$ cat src/rtl/bsg_downstream_in_assembler.sv
// Receive-side link assembler: gathers four 16-bit beats (ch1:ch0) into a
// 64-bit word, buffers words in a first-word-fall-through FIFO for the core
// (valid/yumi), and returns one credit pulse per TOKEN_RATIO dequeues.
module bsg_downstream_in_assembler #(
    parameter int FIFO_DEPTH  = 8,
    parameter int TOKEN_RATIO = 4
) (
    input  logic                          clk,
    input  logic                          rst,
    input  logic                          io_valid_in,
    input  logic [7:0]                    io_data_in_ch0,
    input  logic [7:0]                    io_data_in_ch1,
    output logic                          io_token_out,
    output logic [63:0]                   core_data_out,
    output logic                          core_valid_out,
    input  logic                          core_yumi_in,
    output logic [$clog2(FIFO_DEPTH):0]   fifo_count,
    output logic                          overflow_err,
    output logic                          framing_err
);

    localparam int PW = $clog2(FIFO_DEPTH);
    localparam int CW = PW + 1;
    localparam int TW = $clog2(TOKEN_RATIO) + 1;

    typedef enum logic [1:0] {BEAT0, BEAT1, BEAT2, BEAT3} beat_e;

    beat_e        beat_q;
    logic [47:0]  asm_q;          // beats 0..2; beat 3 is taken straight from the link
    logic         framing_err_q;

    logic [63:0]  mem_q [FIFO_DEPTH];
    logic [PW-1:0] rd_ptr_q, rd_ptr_d, wr_ptr_q, wr_ptr_d;
    logic [CW-1:0] count_q, count_d;
    logic [TW-1:0] tok_cnt_q, tok_cnt_d;
    logic          token_q, token_d;
    logic          overflow_q, overflow_d;

    logic [15:0]  beat;
    logic [63:0]  enq_word;
    logic         enq, deq, full, enq_ok, tok_hit;

    assign beat     = {io_data_in_ch1, io_data_in_ch0};
    assign enq      = io_valid_in && (beat_q == BEAT3);
    assign enq_word = {beat, asm_q};

    assign full     = (count_q == CW'(FIFO_DEPTH));
    assign deq      = core_yumi_in && (count_q != '0);
    // A full FIFO still takes the word if the head leaves in the same cycle.
    assign enq_ok   = enq && (!full || deq);
    assign tok_hit  = deq && (tok_cnt_q == TW'(TOKEN_RATIO - 1));

    // Beat-assembly FSM: stores beats 0..2, wraps on beat 3, aborts on a gap.
    always_ff @(posedge clk) begin
        if (rst) begin
            beat_q        <= BEAT0;
            asm_q         <= '0;
            framing_err_q <= 1'b0;
        end else if (io_valid_in) begin
            case (beat_q)
                BEAT0:   begin asm_q[15:0]  <= beat; beat_q <= BEAT1; end
                BEAT1:   begin asm_q[31:16] <= beat; beat_q <= BEAT2; end
                BEAT2:   begin asm_q[47:32] <= beat; beat_q <= BEAT3; end
                default: beat_q <= BEAT0;
            endcase
        end else if (beat_q != BEAT0) begin
            framing_err_q <= 1'b1;
            beat_q        <= BEAT0;
        end
    end

    // Next-state for FIFO pointers, occupancy, overflow flag and credit counter.
    always_comb begin
        rd_ptr_d   = rd_ptr_q;
        wr_ptr_d   = wr_ptr_q;
        overflow_d = overflow_q;
        tok_cnt_d  = tok_cnt_q;
        token_d    = tok_hit;
        if (deq)            rd_ptr_d   = rd_ptr_q + 1'b1;
        if (enq_ok)         wr_ptr_d   = wr_ptr_q + 1'b1;
        if (enq && !enq_ok) overflow_d = 1'b1;
        if (deq)            tok_cnt_d  = tok_hit ? '0 : tok_cnt_q + 1'b1;
        count_d = count_q + CW'(enq_ok) - CW'(deq);
    end

    // Control state registers.
    always_ff @(posedge clk) begin
        if (rst) begin
            rd_ptr_q   <= '0;
            wr_ptr_q   <= '0;
            count_q    <= '0;
            tok_cnt_q  <= '0;
            token_q    <= 1'b0;
            overflow_q <= 1'b0;
        end else begin
            rd_ptr_q   <= rd_ptr_d;
            wr_ptr_q   <= wr_ptr_d;
            count_q    <= count_d;
            tok_cnt_q  <= tok_cnt_d;
            token_q    <= token_d;
            overflow_q <= overflow_d;
        end
    end

    // Word storage; contents need no reset since occupancy gates visibility.
    always_ff @(posedge clk) begin
        if (enq_ok) mem_q[wr_ptr_q] <= enq_word;
    end

    assign core_data_out  = mem_q[rd_ptr_q];
    assign core_valid_out = (count_q != '0);
    assign fifo_count     = count_q;
    assign io_token_out   = token_q;
    assign overflow_err   = overflow_q;
    assign framing_err    = framing_err_q;

endmodule

$ cat config.mk
export PLATFORM = sky130hd
export DESIGN_NAME = bsg_downstream_in_assembler
export DESIGN_NICKNAME = d
export VERILOG_FILES = /design/src/rtl/bsg_downstream_in_assembler.sv
export SDC_FILE = /design/constraint.sdc
export NUM_CORES = 1
export LEC_CHECK = 0
export CORE_UTILIZATION = 45
export CTS_CLUSTER_SIZE = 8
export DETAILED_ROUTE_END_ITERATION = 16
export PLACE_DENSITY = 0.67
export SLEW_MARGIN = 20
export SYNTH_ARGS = -nofsm -noshare
export SYNTH_HDL_FRONTEND = slang
export SYNTH_SLANG_ARGS = --single-unit
$ cat constraint.sdc
create_clock -name clk -period 11.4 [get_ports clk]
set_input_delay 2.28 -clock clk [delete_from_list [all_inputs] [get_ports clk]]
set_output_delay 2.28 -clock clk [all_outputs]
set_load 0.01 [all_outputs]
==> summary.log <==
[final_layout] layout overhead on the synthesized area 18.0%
[synth] share of the yosys chip area belonging to registers 76.4%
[die] core area 47900 µm²
[final_layout] fraction of layout instances using a drive strength above 1 24.6%
[worst_setup_path] r2r setup slk 7560 ps
[detailed_routing] antenna violation net count after detailed routing 0
[power] PwrDens 207 nW/µm²
[worst_setup_path] CP peak stage delay 770 ps
[sta] setup clock skew after layout 17.9 ps
[global_routing] GR Util met3 3.29%
[power] post-layout total power 5.36 mW
[clocking] buffer cell driving the clock tree root sky130_fd_sc_hd__clkbuf_16
[clocking] post-cts gate resize count 0
[worst_setup_path] startpoint-to-endpoint class of the critical path reg2out
[final_layout] most common cell after layout, fill and taps aside sky130_fd_sc_hd__edfxtp_1
[worst_setup_path] critical path startpoint category flip-flop
[final_layout] count of nets after finishing 1235
[global_routing] global-route wire length before repair 68900 µm
[clocking] Clk pin slew, worst setup/hold paths 50 ps
[worst_setup_path] launch point of the worst reg-to-reg path fifo_count[2]
[global_routing] number of antenna violations at the first check in global routing 1
[worst_setup_path] WP data arrival 3860 ps
[worst_setup_path] capturing instance or port of the critical path core_data_out[40]
[detailed_routing] post-route DRC violation count 0
[detailed_routing] vias post-DR 10600
[placement] setup slack after placement 5230 ps
[sta] setup repair after global routing missed its margin no
[die] height of the die 223 µm
[final_layout] commonest cells after routing, fill and taps aside 512 x sky130_fd_sc_hd__edfxtp_1, 128 x sky130_fd_sc_hd__mux4_2, 103 x sky130_fd_sc_hd__nand2_1, 90 x sky130_fd_sc_hd__clkdlybuf4s50_1, 86 x sky130_fd_sc_hd__clkbuf_16
[global_routing] number of global-route vias before repair 11300
[min_path] Hold Crit Class reg2reg
[die] IO Count 92
[detailed_routing] final routed wire length divided by cell count 24.3 µm
[sta] minimum setup slack in the final design 5260 ps
[sta] period utilization 53.9%
[clocking] Clock H-tree levels 3
[clocking] total number of clock tree sinks 581
[power] maximum VDD drop 0.124 mV
[detailed_routing] detailed-router iteration count before antenna repair 5
[worst_setup_path] largest delay contributor family on the critical path buffers and inverters
[worst_setup_path] biggest fanout along the worst timing path 46
[sta] total negative setup slack 0 ps
[clocking] number of buffers added to fix hold violations after cts 0
[clocking] Inserted Clock Buffers 82
[synth] number of enable-type register cells in the synthesized netlist 512
[die] Placement Rows 80
[die] Die Span X 223 µm
[worst_setup_path] kind of capture point of the worst setup path output pin
[clocking] setup fix buffers added after clock tree synthesis 0
[sta] worst max-slew margin expressed relative to the limit 28.8%
[worst_setup_path] buffer and inverter count on the worst path 3
[placement] placed instance count 1733
[worst_setup_path] cell type of the slowest stage on the worst timing path sky130_fd_sc_hd__buf_4
[synth] count of state elements after synthesis 581
[worst_setup_path] worst endpoint required time 9120 ps
[detailed_routing] number of DRC markers after the initial detailed-route iteration 909
[global_routing] largest net degree at the start of global routing 73
[synth] Cell Area, Synth 21900 µm²
[sta] fmax 163 MHz
[clocking] Longest Clk Path Bufs 3
[sta] Final Critical Period 6140 ps
[synth] instance count of the mapped netlist 1067
[run] max capacitance violation total 0
[sta] Final setup viols 0
[outcome] status complete, no violations
[global_routing] met2 layer usage reported by global route 31.9%
[die] initial standard-cell utilization of the core 45.8%
[sta] transition time of the tightest slew-check pin 1070 ps
[placement] Port Buf Inserts 91
[final_layout] number of fillers in the final layout 3635
[worst_setup_path] number of cells on the worst reg-to-reg path 6
[worst_setup_path] destination of the worst register-to-register timing path mem_q[2][36]
[clocking] clock latency on the worst-skew pair 580 ps
[synth] most common flop cell mapped by yosys sky130_fd_sc_hd__edfxtp_1
[worst_setup_path] critical path depth 5
[synth] Synth cell types 38
[synth] total nets after synthesis 1100
[placement] gp weighted congestion 0.733
[synth] Async SR Flop Fraction 0%
[detailed_routing] total wire length 45700 µm
[detailed_routing] vias per cell 5.61
[worst_setup_path] critical-path cell list buf_16 > buf_4 > mux4_2 > mux2_2 > clkdlybuf4s50_1
[global_routing] Remaining Overflow, GRT 0
[sta] final hold slack 424 ps
[sta] number of hold violations in the final report 0
[power] static leakage 8.18 nW
[global_routing] most used routing layer met2
[synth] number of warnings reported in the yosys synthesis log 0
[final_layout] post-layout instance count excluding filler cells 1883
[clocking] TritonCTS clock tree yes
[global_routing] total routing resource utilization after global routing 18.9%
[sta] number of slew-limit violations in the final report 0
[global_routing] grt met1 use 25.0%
[synth] post-synthesis area per instance 20.6 µm²
[final_layout] diode insertion count for antenna repair 0
[placement] Final HPWL DP 23900 µm
[die] DIE AREA 49700 µm²
[metal layers]
metal | wire length, µm | up-vias
li1 | - | 4581
met1 | 18900 | 5570
met5 | 8 | -
met3 | 2760 | 84
met4 | 925 | 2
met2 | 23100 | 333
[registers in the layout, summed over array words and instances (netlist names), named ones only]
signal        count
mem_q           512
io_token_out      1
beat_q            2
framing_err       1
tok_cnt_q         3
wr_ptr_q          3
overflow_err      1
rd_ptr_q          3
fifo_count        4
asm_q            48
[power by group]
part,switching [mW],internal [mW]
registers,0.0668,2.34
logic,0.311,0.419
clock network,0.826,1.40
[Yosys cell counts (5+ instances only)]
cell                       count  share of area (%)
sky130_fd_sc_hd__nor2_1       10               0.17
sky130_fd_sc_hd__dfxtp_1      69                6.3
sky130_fd_sc_hd__buf_6        13               0.67
sky130_fd_sc_hd__buf_1         9               0.15
sky130_fd_sc_hd__a21oi_1      58                1.3
sky130_fd_sc_hd__nand2_1     103                1.8
sky130_fd_sc_hd__o21ai_0       5               0.11
sky130_fd_sc_hd__mux2_2       68                3.5
sky130_fd_sc_hd__mux4_2      128                 13
sky130_fd_sc_hd__edfxtp_1    512                 70
sky130_fd_sc_hd__ha_1         12               0.68
sky130_fd_sc_hd__inv_1         7               0.12
sky130_fd_sc_hd__nor2b_1       6               0.17
sky130_fd_sc_hd__clkbuf_1     26               0.44
[cell type report]
type                            count  area (µm²)  share of cell area (%)
Inverter                            8        30.0                   0.116
Clock buffer                      148        2380                    9.21
Tap cell                          615         769                    2.97
Sequential cell                   581       16800                    64.7
Timing Repair Buffer              106        1040                    4.01
Multi-Input combinational cell    423        4890                    18.9
Clock inverter                      2        20.0                  0.0773
[cells by family (layout without fill, tap and decap cells)]
logic type	after synthesis	count (layout)	share of synthesized area [%]
mux	197	197	16.7
simple gates	145	145	2.96
compound gates	67	67	1.60
buf+inv	63	264	1.60
fa+ha+maj	13	13	0.775
flops	581	581	76.4
xor+xnor	1	1	0.0399
[per-stage QoR]
stage,area [µm²],utilization [%]
final,25900,54.0
after global routing,25900,54.0
after floorplan,21900,-
after CTS,25900,54.0
after global placement,23500,48.9
after detailed placement,23500,49.0
[worst min-delay path: cells and delay by family, from the launching register on]
| kind | cells | cell delay (ps) |
|---|---|---|
| compound gates | 1 | 30 |
| buf+inv | 1 | 40 |
| flops | 1 | 300 |
[worst min-delay path by stage]
stage | from | to | slack [ps] | cells past startpoint
2_1_floorplan | tok_cnt_q[2] | tok_cnt_q[2] | 400 | 2
3_3_place_gp | tok_cnt_q[2] | tok_cnt_q[2] | 410 | 2
3_5_place_dp | tok_cnt_q[2] | tok_cnt_q[2] | 420 | 2
4_1_cts | tok_cnt_q[2] | tok_cnt_q[2] | 430 | 2
5_1_grt | tok_cnt_q[2] | tok_cnt_q[2] | 470 | 2
6_report | tok_cnt_q[2] | tok_cnt_q[2] | 420 | 2
(Power assumes the default switching activity.)
